## config.mk

```make
export PLATFORM = sky130hd
export DESIGN_NAME = pe_launch_ctrl
export DESIGN_NICKNAME = d
export VERILOG_FILES = /design/src/rtl/pe_launch_pkg.sv /design/src/rtl/pe_launch_watchdog.sv /design/src/rtl/pe_launch_ctrl.sv
export SDC_FILE = /design/constraint.sdc
export NUM_CORES = 1
export LEC_CHECK = 0
export BUFFER_PORTS_ARGS = -buffer_cell sky130_fd_sc_hd__buf_2
export CORE_ASPECT_RATIO = 0.5
export CORE_MARGIN = 2
export CORE_UTILIZATION = 40
export CTS_BUF_LIST = sky130_fd_sc_hd__clkbuf_4
export DETAILED_ROUTE_END_ITERATION = 8
export GPL_TIMING_DRIVEN = 0
export PLACE_DENSITY = 0.72
export RECOVER_POWER = 25
export SKIP_CTS_REPAIR_TIMING = 1
export SLEW_MARGIN = 20
export SYNTH_ARGS = -nofsm -noshare
export SYNTH_HDL_FRONTEND = slang
export SYNTH_SLANG_ARGS = --single-unit
```

## constraint.sdc

```tcl
create_clock -name clk -period 4.15 [get_ports clk]
set_input_delay 0.415 -clock clk [delete_from_list [all_inputs] [get_ports clk]]
set_output_delay 0.415 -clock clk [all_outputs]
set_load 0.03 [all_outputs]
```

## src/rtl/pe_launch_pkg.sv

```systemverilog
// Shared types and constants for the PE launch controller.
package pe_launch_pkg;

    typedef enum logic [1:0] {
        ST_IDLE = 2'd0,
        ST_RUN  = 2'd1,
        ST_GAP  = 2'd2,
        ST_FIN  = 2'd3
    } state_e;

    localparam logic [1:0] CFG_MASK = 2'd0;
    localparam logic [1:0] CFG_ITER = 2'd1;
    localparam logic [1:0] CFG_TMO  = 2'd2;

endpackage

```

## src/rtl/pe_launch_watchdog.sv

```systemverilog
// Per-iteration RUN cycle counter; flags expiry when the counted cycles reach a nonzero limit
// while PEs are still pending. Counter clears whenever the controller is outside RUN.
module pe_launch_watchdog #(
    parameter int TMO_WIDTH = 20
) (
    input  logic                 clk,
    input  logic                 reset,
    input  logic                 run,
    input  logic [TMO_WIDTH-1:0] limit,
    input  logic                 pending_any,
    output logic                 expire
);

    logic [TMO_WIDTH-1:0] cnt_q;
    logic [TMO_WIDTH-1:0] cnt_d;
    logic [TMO_WIDTH-1:0] cnt_inc;

    always_comb begin
        cnt_inc = cnt_q + 1'b1;
        cnt_d   = run ? cnt_inc : '0;
    end

    // cnt_inc is the number of RUN cycles including the current one
    assign expire = run && pending_any && (limit != '0) && (cnt_inc == limit);

    always_ff @(posedge clk) begin
        if (reset) begin
            cnt_q <= '0;
        end else begin
            cnt_q <= cnt_d;
        end
    end

endmodule

```

## src/rtl/pe_launch_ctrl.sv

```systemverilog
// Launch controller: runs N iterations of start/done handshakes over a masked set of PE slots;
// start and busy follow go by one cycle. Optional watchdog under `PE_LAUNCH_TIMEOUT_EN`.
module pe_launch_ctrl
    import pe_launch_pkg::*;
#(
    parameter int NUM_PE     = 4,
    parameter int ITER_WIDTH = 16,
    parameter int TMO_WIDTH  = 20
) (
    input  logic                  clk,
    input  logic                  reset,
    input  logic                  cfg_wr_en,
    input  logic [1:0]            cfg_addr,
    input  logic [31:0]           cfg_data,
    input  logic                  go,
    input  logic                  abort,
    input  logic [NUM_PE-1:0]     pe_ap_done,
    output logic [NUM_PE-1:0]     pe_ap_start,
    output logic                  busy,
    output logic                  done,
    output logic [ITER_WIDTH-1:0] iter_count,
    output logic                  timeout,
    output logic [NUM_PE-1:0]     timeout_mask
);

    state_e                state_q, state_d;
    logic [NUM_PE-1:0]     mask_q, mask_d;
    logic [NUM_PE-1:0]     pending_q, pending_d;
    logic [NUM_PE-1:0]     start_q, start_d;
    logic [ITER_WIDTH-1:0] iter_cfg_q, iter_cfg_d;
    logic [ITER_WIDTH-1:0] iter_count_q, iter_count_d;
    logic [ITER_WIDTH-1:0] iter_inc;
    logic                  busy_q, busy_d;
    logic                  done_q, done_d;
    logic                  cfg_ok;
    logic                  go_accept;
    logic                  expire;
    logic                  unused_cfg;

    assign cfg_ok     = cfg_wr_en && (state_q == ST_IDLE);
    assign go_accept  = (state_q == ST_IDLE) && go && !abort;
    assign unused_cfg = ^cfg_data;

    always_comb begin
        state_d      = state_q;
        mask_d       = mask_q;
        iter_cfg_d   = iter_cfg_q;
        pending_d    = pending_q;
        start_d      = start_q;
        iter_count_d = iter_count_q;
        busy_d       = busy_q;
        done_d       = 1'b0;
        iter_inc     = (&iter_count_q) ? iter_count_q : iter_count_q + 1'b1;

        if (cfg_ok) begin
            case (cfg_addr)
                CFG_MASK: mask_d     = cfg_data[NUM_PE-1:0];
                CFG_ITER: iter_cfg_d = cfg_data[ITER_WIDTH-1:0];
                default:  ;
            endcase
        end

        if ((state_q != ST_IDLE) && abort) begin
            state_d   = ST_IDLE;
            pending_d = '0;
            start_d   = '0;
            busy_d    = 1'b0;
        end else begin
            unique case (state_q)
                ST_IDLE: begin
                    if (go_accept) begin
                        if ((mask_q != '0) && (iter_cfg_q != '0)) begin
                            pending_d    = mask_q;
                            start_d      = mask_q;
                            iter_count_d = '0;
                            busy_d       = 1'b1;
                            state_d      = ST_RUN;
                        end else begin
                            done_d  = 1'b1;
                            state_d = ST_FIN;
                        end
                    end
                end
                ST_RUN: begin
                    if (expire) begin
                        pending_d = '0;
                        start_d   = '0;
                        busy_d    = 1'b0;
                        state_d   = ST_IDLE;
                    end else if (pending_q == '0) begin
                        iter_count_d = iter_inc;
                        if (iter_inc >= iter_cfg_q) begin
                            busy_d  = 1'b0;
                            done_d  = 1'b1;
                            state_d = ST_FIN;
                        end else begin
                            state_d = ST_GAP;
                        end
                    end else begin
                        // start tracks pending so each PE drops start right after its own done
                        pending_d = pending_q & ~pe_ap_done;
                        start_d   = start_q & ~pe_ap_done;
                    end
                end
                ST_GAP: begin
                    pending_d = mask_q;
                    start_d   = mask_q;
                    state_d   = ST_RUN;
                end
                ST_FIN: begin
                    state_d = ST_IDLE;
                end
            endcase
        end
    end

    always_ff @(posedge clk) begin
        if (reset) begin
            state_q      <= ST_IDLE;
            mask_q       <= '0;
            iter_cfg_q   <= '0;
            pending_q    <= '0;
            start_q      <= '0;
            iter_count_q <= '0;
            busy_q       <= 1'b0;
            done_q       <= 1'b0;
        end else begin
            state_q      <= state_d;
            mask_q       <= mask_d;
            iter_cfg_q   <= iter_cfg_d;
            pending_q    <= pending_d;
            start_q      <= start_d;
            iter_count_q <= iter_count_d;
            busy_q       <= busy_d;
            done_q       <= done_d;
        end
    end

`ifdef PE_LAUNCH_TIMEOUT_EN
    logic [TMO_WIDTH-1:0] tmo_limit_q, tmo_limit_d;
    logic                 timeout_q, timeout_d;
    logic [NUM_PE-1:0]    tmo_mask_q, tmo_mask_d;

    pe_launch_watchdog #(
        .TMO_WIDTH (TMO_WIDTH)
    ) u_watchdog (
        .clk         (clk),
        .reset       (reset),
        .run         (state_q == ST_RUN),
        .limit       (tmo_limit_q),
        .pending_any (|pending_q),
        .expire      (expire)
    );

    always_comb begin
        tmo_limit_d = tmo_limit_q;
        if (cfg_ok && (cfg_addr == CFG_TMO)) begin
            tmo_limit_d = cfg_data[TMO_WIDTH-1:0];
        end
        timeout_d  = expire && !abort;
        tmo_mask_d = tmo_mask_q;
        if (go_accept) begin
            tmo_mask_d = '0;
        end else if (timeout_d) begin
            tmo_mask_d = pending_q;
        end
    end

    always_ff @(posedge clk) begin
        if (reset) begin
            tmo_limit_q <= '0;
            timeout_q   <= 1'b0;
            tmo_mask_q  <= '0;
        end else begin
            tmo_limit_q <= tmo_limit_d;
            timeout_q   <= timeout_d;
            tmo_mask_q  <= tmo_mask_d;
        end
    end

    assign timeout      = timeout_q;
    assign timeout_mask = tmo_mask_q;
`else
    logic [TMO_WIDTH-1:0] unused_tmo;

    assign unused_tmo   = '0;
    assign expire       = 1'b0;
    assign timeout      = 1'b0;
    assign timeout_mask = '0;
`endif

    assign pe_ap_start = start_q;
    assign busy        = busy_q;
    assign done        = done_q;
    assign iter_count  = iter_count_q;

endmodule

```

==> results of run 1 <==
how the worst max path moves through the flow:
stage,slack [ps],endpoint,depth (start not counted),startpoint
5_1_grt,240,state_q[0]$_SDFFE_PP0P_,12,iter_count[6]$_SDFFE_PP0P_
3_3_place_gp,600,state_q[0]$_SDFFE_PP0P_,12,iter_count[6]$_SDFFE_PP0P_
6_report,500,state_q[0]$_SDFFE_PP0P_,12,iter_count[6]$_SDFFE_PP0P_
3_5_place_dp,600,state_q[0]$_SDFFE_PP0P_,12,iter_count[6]$_SDFFE_PP0P_
2_1_floorplan,840,state_q[0]$_SDFFE_PP0P_,12,iter_count[6]$_SDFFE_PP0P_
4_1_cts,570,state_q[0]$_SDFFE_PP0P_,12,iter_count[6]$_SDFFE_PP0P_
cell type report:
cell class	instances	area (um2)
fill	673	3470
clock buffer	5	37.5
multi-input combinational	239	1690
clock inverter	3	68.8
tap	92	115
buffer	20	105
sequential	48	961
timing repair buffer	47	214
inverter	19	71.3
layer usage:
layer	up-vias	GRT usage, %
met5	-	0
met4	0	5.03
met3	9	3.35
met2	70	26.4
met1	1171	26.9
li1	1304	-
stage by stage:
stage / setup slack (ps) / cell area [um2]
CTS: 569 / 3280
global placement: 601 / 3170
floorplan: 835 / 2820
finish: 496 / 3260
detailed placement: 600 / 3170
global route: 236 / 3260
cells by family after synthesis:
kind of cell             Yosys count  share of synthesized area, %
AO/OA/AOI/OAI                     66                          17.9
XOR/XNOR                          11                          3.43
adder cells (fa/ha/maj)           17                          7.57
buffers and inverters             39                          6.28
flip-flops                        48                          34.2
multiplexers                      25                          9.00
other                              1                         0.134
AND/OR/NAND/NOR                  115                          21.5
flip-flops by register name, indices dropped and copies added (netlist names):
| signal | count |
|---|---|
| busy | 1 |
| done | 1 |
| iter_cfg_q | 16 |
| iter_count | 16 |
| mask_q | 4 |
| pe_ap_start | 4 |
| pending_q | 4 |
| state_q | 2 |
placed cells by master, fill, tap and decap left out, drive strengths merged, types with 3 or more instances in the layout:
master / count
xor2: 3
buf: 39
o21ai: 8
dfxtp: 48
nand2b: 4
ha: 17
and3: 4
and4: 3
or3: 3
a22o: 5
nor4: 7
o311ai: 4
a31oi: 6
a21oi: 9
nand2: 24
conb: 5
inv: 20
mux2i: 23
xnor2: 8
a211o: 4
a21o: 3
nand4: 10
a32o: 8
clkbuf: 33
nor2: 32
nor3: 6
o31ai: 5
or4: 6
nand3: 9
power groups by stage:
stage / Combinational (mW) / Sequential (mW) / Clock, mW
3_3_place_gp: 0.179 / 0.499 / 0
2_1_floorplan: 0.126 / 0.502 / 0
6_report: 0.182 / 0.490 / 0.351
4_1_cts: 0.181 / 0.490 / 0.358
5_1_grt: 0.204 / 0.493 / 0.383
3_5_place_dp: 0.180 / 0.499 / 0
worst register-to-register path: stages, from the launching register on:
cell       delay [ps]
dfxtp_1           360
clkbuf_1          310
and4_1            240
buf_2             170
nand3_1           260
o2111ai_1         400
xnor2_1           220
ha_1              300
a21o_1            160
nand3_1            80
a211oi_1           60
or4_1             600
o311a_2           410
==> flow_metrics.py, run 1 <==
metrics = {
    "outcome": {
        "outcome": "complete, no violations",
    },
    "sta": {
        "min_period_ps": 3650,
        "relSlewSlack_pct": 51.6,
        "hold_viol": 0,
        "rsz0062_at_grt": "no",
        "fin_crit_sh_pct": 88.0,
        "tightest_slew_ps": 724,
        "clock-skew-final_ps": 18.2,
        "max_freq_mhz": 274,
        "finalSetupViolCount": 0,
        "drv_slew": 0,
        "tns_ps": 0,
        "whs_ps": 269,
    },
    "clock_network": {
        "cts_buffers": 5,
        "clk_pin_slew_ps": 160,
        "clk_latency_ps": 380,
        "cts.path.max_buffers": 2,
        "clock_sinks": 48,
        "htree_levels": 2,
        "cts_tree": "built",
        "root_buffer": "clkbuf_4",
    },
    "yosys": {
        "syn_area_um2": 2810,
        "synth.area.top_cells": "dfxtp_1 34%, mux2i_1 8.2%, ha_1 7.6%",
        "synth_edf_count": 0,
        "yosys_warnings": 0,
        "synthArstFlopShare_pct": 0,
        "ys_seq_elements": 48,
        "synth_top_area_share_pct": 34.2,
        "synth_common_cells": "48 x dfxtp_1, 32 x nor2_1, 23 x mux2i_1, 23 x nand2_1, 19 x inv_1",
        "syn-instance-count": 322,
        "yosysSeqAreaShare_pct": 34.2,
        "yosys.area.top_type": "dfxtp_1",
        "post_synth_num_cell_types": 51,
        "synthFlopType": "dfxtp_1",
        "synth_most_common_cell": "dfxtp_1",
        "syn_area_per_cell_um2": 8.72,
    },
    "routing": {
        "wire_per_inst_um": 14.1,
        "dr.first_iter.drc_count": 210,
        "wirelength_met1_mm": 3.50,
        "highest_layer": "met4",
        "drc_errors": 0,
        "routed_wl_mm": 6.66,
        "via_per_inst": 5.40,
        "wl_met3_um": 376,
        "wl_met2_mm": 2.69,
        "ant_nets": 0,
        "dr.pass1.iters": 4,
        "vias": 2554,
    },
    "power_and_ir_drop": {
        "power_frac_comb_pct": 17.8,
        "power_density_nw_per_um2": 314,
        "p_leak_nw": 1.43,
        "swShare_pct": 28.2,
        "clockPowerShare_pct": 34.3,
        "p_int_uw": 735,
        "power_mw": 1.02,
        "power_frac_seq_pct": 47.8,
        "ir_drop_mv": 0.178,
        "p_switching_uw": 289,
    },
    "floorplanning": {
        "start_util_pct": 41.8,
        "fp.dieW_um": 123,
        "core.rowCount": 21,
        "core_um2": 6730,
        "io_pins": 70,
        "dieArea_um2": 7750,
        "die_h_um": 63.3,
    },
    "worst_setup_path": {
        "crit_family": "simple AND/OR/NAND/NOR gates",
        "end_kind": "flip-flop",
        "crit_required_ps": 4430,
        "slowest_delay_ps": 600,
        "regToRegEndpoint": "state_q[0]$_SDFFE_PP0P_",
        "critPathSlowestCell": "or4_1",
        "critPathMaxFanout": 9,
        "reg2reg_setup_slack_ps": 500,
        "worstRegToRegCells": 12,
        "path_cells": "clkbuf_1, and4_1, buf_2, nand3_1, o2111ai_1, xnor2_1, ha_1, a21o_1, nand3_1, a211oi_1, or4_1, o311a_2",
        "cp-start-kind": "flip-flop",
        "path_common_cell": "nand3_1",
        "critPathKind": "reg -> reg",
        "cp.arrival_ps": 3930,
        "cp_num_buf_inv": 2,
        "reg2reg_from": "iter_count[6]$_SDFFE_PP0P_",
    },
    "cells_and_area": {
        "antenna_cells": 0,
        "post-route-util_pct": 48.5,
        "fin_cells": 473,
        "layout.nets": 440,
        "drive_gt1_share_pct": 15.0,
        "syn_to_final_growth_pct": 16.0,
    },
    "global_route": {
        "grt_pass1_wl_mm": 11.2,
        "track_usage_pct": 18.1,
        "grt_pass1_vias": 2308,
        "grt_max_degree": 17,
        "grt_antenna_before_repair": 0,
        "grt.overflow.total": 0,
    },
    "job": {
        "maxCapViolations": 0,
    },
    "min_path": {
        "min_to": "iter_cfg_q[13]$_SDFFE_PP0P_",
        "hold_class": "in -> reg",
        "hold_depth": 3,
        "worstHoldStart": "cfg_data[13]",
    },
    "placed_design": {
        "io_buffers": 47,
        "placedCellCount": 465,
        "hpwlAfterDp_mm": 5.10,
        "gp_congestion": 0.856,
    },
}
(Power assumes the default switching activity.)
==> inputs of run 2 (changes only) <==
--- a/config.mk
+++ b/config.mk
@@ -7,7 +7,6 @@
 export LEC_CHECK = 0
 export BUFFER_PORTS_ARGS = -buffer_cell sky130_fd_sc_hd__buf_2
 export CORE_ASPECT_RATIO = 0.5
-export CORE_MARGIN = 2
 export CORE_UTILIZATION = 40
 export CTS_BUF_LIST = sky130_fd_sc_hd__clkbuf_4
 export DETAILED_ROUTE_END_ITERATION = 8
==> constraint.sdc (replaced) <==
create_clock -name clk -period 4.5 [get_ports clk]
set_input_delay 0.45 -clock clk [delete_from_list [all_inputs] [get_ports clk]]
set_output_delay 0.45 -clock clk [all_outputs]
set_load 0.03 [all_outputs]
==> flow_metrics.py, run 2 (synthesis gave the netlist of run 1 again) <==
metrics = {
    "worst_setup_path": {
        "cp.arrival_ps": 3870,
        "critPathSlowestCell": "or4_1",
        "path_cells": "clkbuf_1, and4_1, buf_2, nand3_1, o2111ai_1, xnor2_1, ha_1, a21o_1, nand3_1, a211oi_1, or4_1, o311a_2",
        "critPathMaxFanout": 9,
        "crit_required_ps": 4780,
        "end_kind": "flip-flop",
        "slowest_delay_ps": 610,
        "cp-start-kind": "flip-flop",
        "worstRegToRegCells": 12,
        "path_common_cell": "nand3_1",
        "critPathKind": "reg -> reg",
    },
    "routing": {
        "routed_wl_mm": 6.41,
        "drc_errors": 0,
        "wire_per_inst_um": 13.6,
        "vias": 2568,
        "dr.pass1.iters": 4,
        "via_per_inst": 5.43,
        "ant_nets": 0,
        "dr.first_iter.drc_count": 156,
    },
    "clock_network": {
        "htree_levels": 2,
        "root_buffer": "clkbuf_4",
        "clk_latency_ps": 370,
        "cts_buffers": 5,
        "clock_sinks": 48,
        "cts_tree": "built",
        "cts.path.max_buffers": 2,
        "clk_pin_slew_ps": 150,
    },
    "min_path": {
        "hold_class": "in -> reg",
        "hold_depth": 3,
    },
    "sta": {
        "finalSetupViolCount": 0,
        "hold_viol": 0,
        "relSlewSlack_pct": 52.4,
        "clock-skew-final_ps": 14.7,
        "tns_ps": 0,
        "drv_slew": 0,
        "fin_crit_sh_pct": 79.6,
        "tightest_slew_ps": 712,
        "max_freq_mhz": 279,
        "min_period_ps": 3580,
        "rsz0062_at_grt": "no",
    },
    "global_route": {
        "grt_antenna_before_repair": 0,
        "track_usage_pct": 18.4,
        "grt.overflow.total": 0,
        "grt_max_degree": 17,
        "grt_pass1_wl_mm": 10.7,
        "grt_pass1_vias": 2197,
    },
    "power_and_ir_drop": {
        "power_frac_comb_pct": 18.8,
        "clockPowerShare_pct": 30.2,
        "swShare_pct": 29.8,
        "p_int_uw": 621,
        "ir_drop_mv": 0.107,
        "power_density_nw_per_um2": 274,
        "power_frac_seq_pct": 51.0,
        "p_leak_nw": 1.42,
        "p_switching_uw": 264,
    },
    "cells_and_area": {
        "post-route-util_pct": 48.1,
        "drive_gt1_share_pct": 15.0,
        "stdcell_area_um2": 3240,
        "layout.nets": 440,
        "syn_to_final_growth_pct": 15.2,
        "mostFrequentLayoutCell": "dfxtp_1",
        "final_cell_mix": "48 x dfxtp_1, 33 x buf_2, 32 x nor2_1",
        "antenna_cells": 0,
    },
    "placed_design": {
        "gp_congestion": 0.820,
        "dpl-instance-area_um2": 3170,
        "hpwlAfterDp_mm": 5.00,
        "io_buffers": 47,
    },
    "floorplanning": {
        "die_h_um": 61.3,
        "core.rowCount": 21,
        "fp.dieW_um": 121,
        "io_pins": 70,
        "core_um2": 6730,
        "dieArea_um2": 7380,
        "start_util_pct": 41.8,
    },
    "outcome": {
        "outcome": "complete, no violations",
    },
    "job": {
        "maxCapViolations": 0,
    },
}
## run 2: path summary, 6_finish.rpt
path                               startpoint                           to  slack, ps
hold / removal                   cfg_data[10]  iter_cfg_q[10]$_SDFFE_PP0P_        300
hold reg to reg   pe_ap_start[1]$_SDFFE_PP0P_  pe_ap_start[1]$_SDFFE_PP0P_        530
setup reg to reg   iter_count[6]$_SDFFE_PP0P_      state_q[0]$_SDFFE_PP0P_        920
setup / recovery   iter_count[6]$_SDFFE_PP0P_      state_q[0]$_SDFFE_PP0P_        920
## run 2: final cells by class
class	count	area, um2
timing repair buffer	47	214
buffer	20	105
clock inverter	3	46.3
fill	670	3490
inverter	19	71.3
sequential	48	961
multi-input combinational	239	1690
tap	92	115
clock buffer	5	37.5
## run 2: through the flow
stage	power, mW	instances	setup slack (ps)	hold slack, ps
final	0.885	473	918	299
after global routing	0.931	473	651	293
after CTS	0.890	473	920	293
after detailed placement	0.625	465	931	485
after global placement	0.625	465	970	479
after floorplan	0.579	326	1190	476
## run 2: power by group through the flow
stage	combinational (mW)	clock (mW)	sequential, mW
floorplan	0.116	0	0.463
global placement	0.165	0	0.460
detailed placement	0.164	0	0.461
CTS	0.166	0.273	0.451
global route	0.186	0.292	0.454
finish	0.166	0.268	0.451
## run 2: worst max-delay path, delay by kind of cell, from the launching register on
family	cells	cell delay, ps
simple gates	4	1150
compound gates	4	1030
buf+inv	2	450
flops	1	350
fa+ha+maj	1	310
xor+xnor	1	220
## run 2: metal layers
layer / part of all wire, % / global-route usage (%) / up-vias
met3: 4.9 / 3.52 / 5
met1: 53 / 27.3 / 1192
met2: 42 / 27.4 / 64
met4: 0.66 / 4.76 / 0
li1: - / - / 1307
met5: 0 / 0 / -
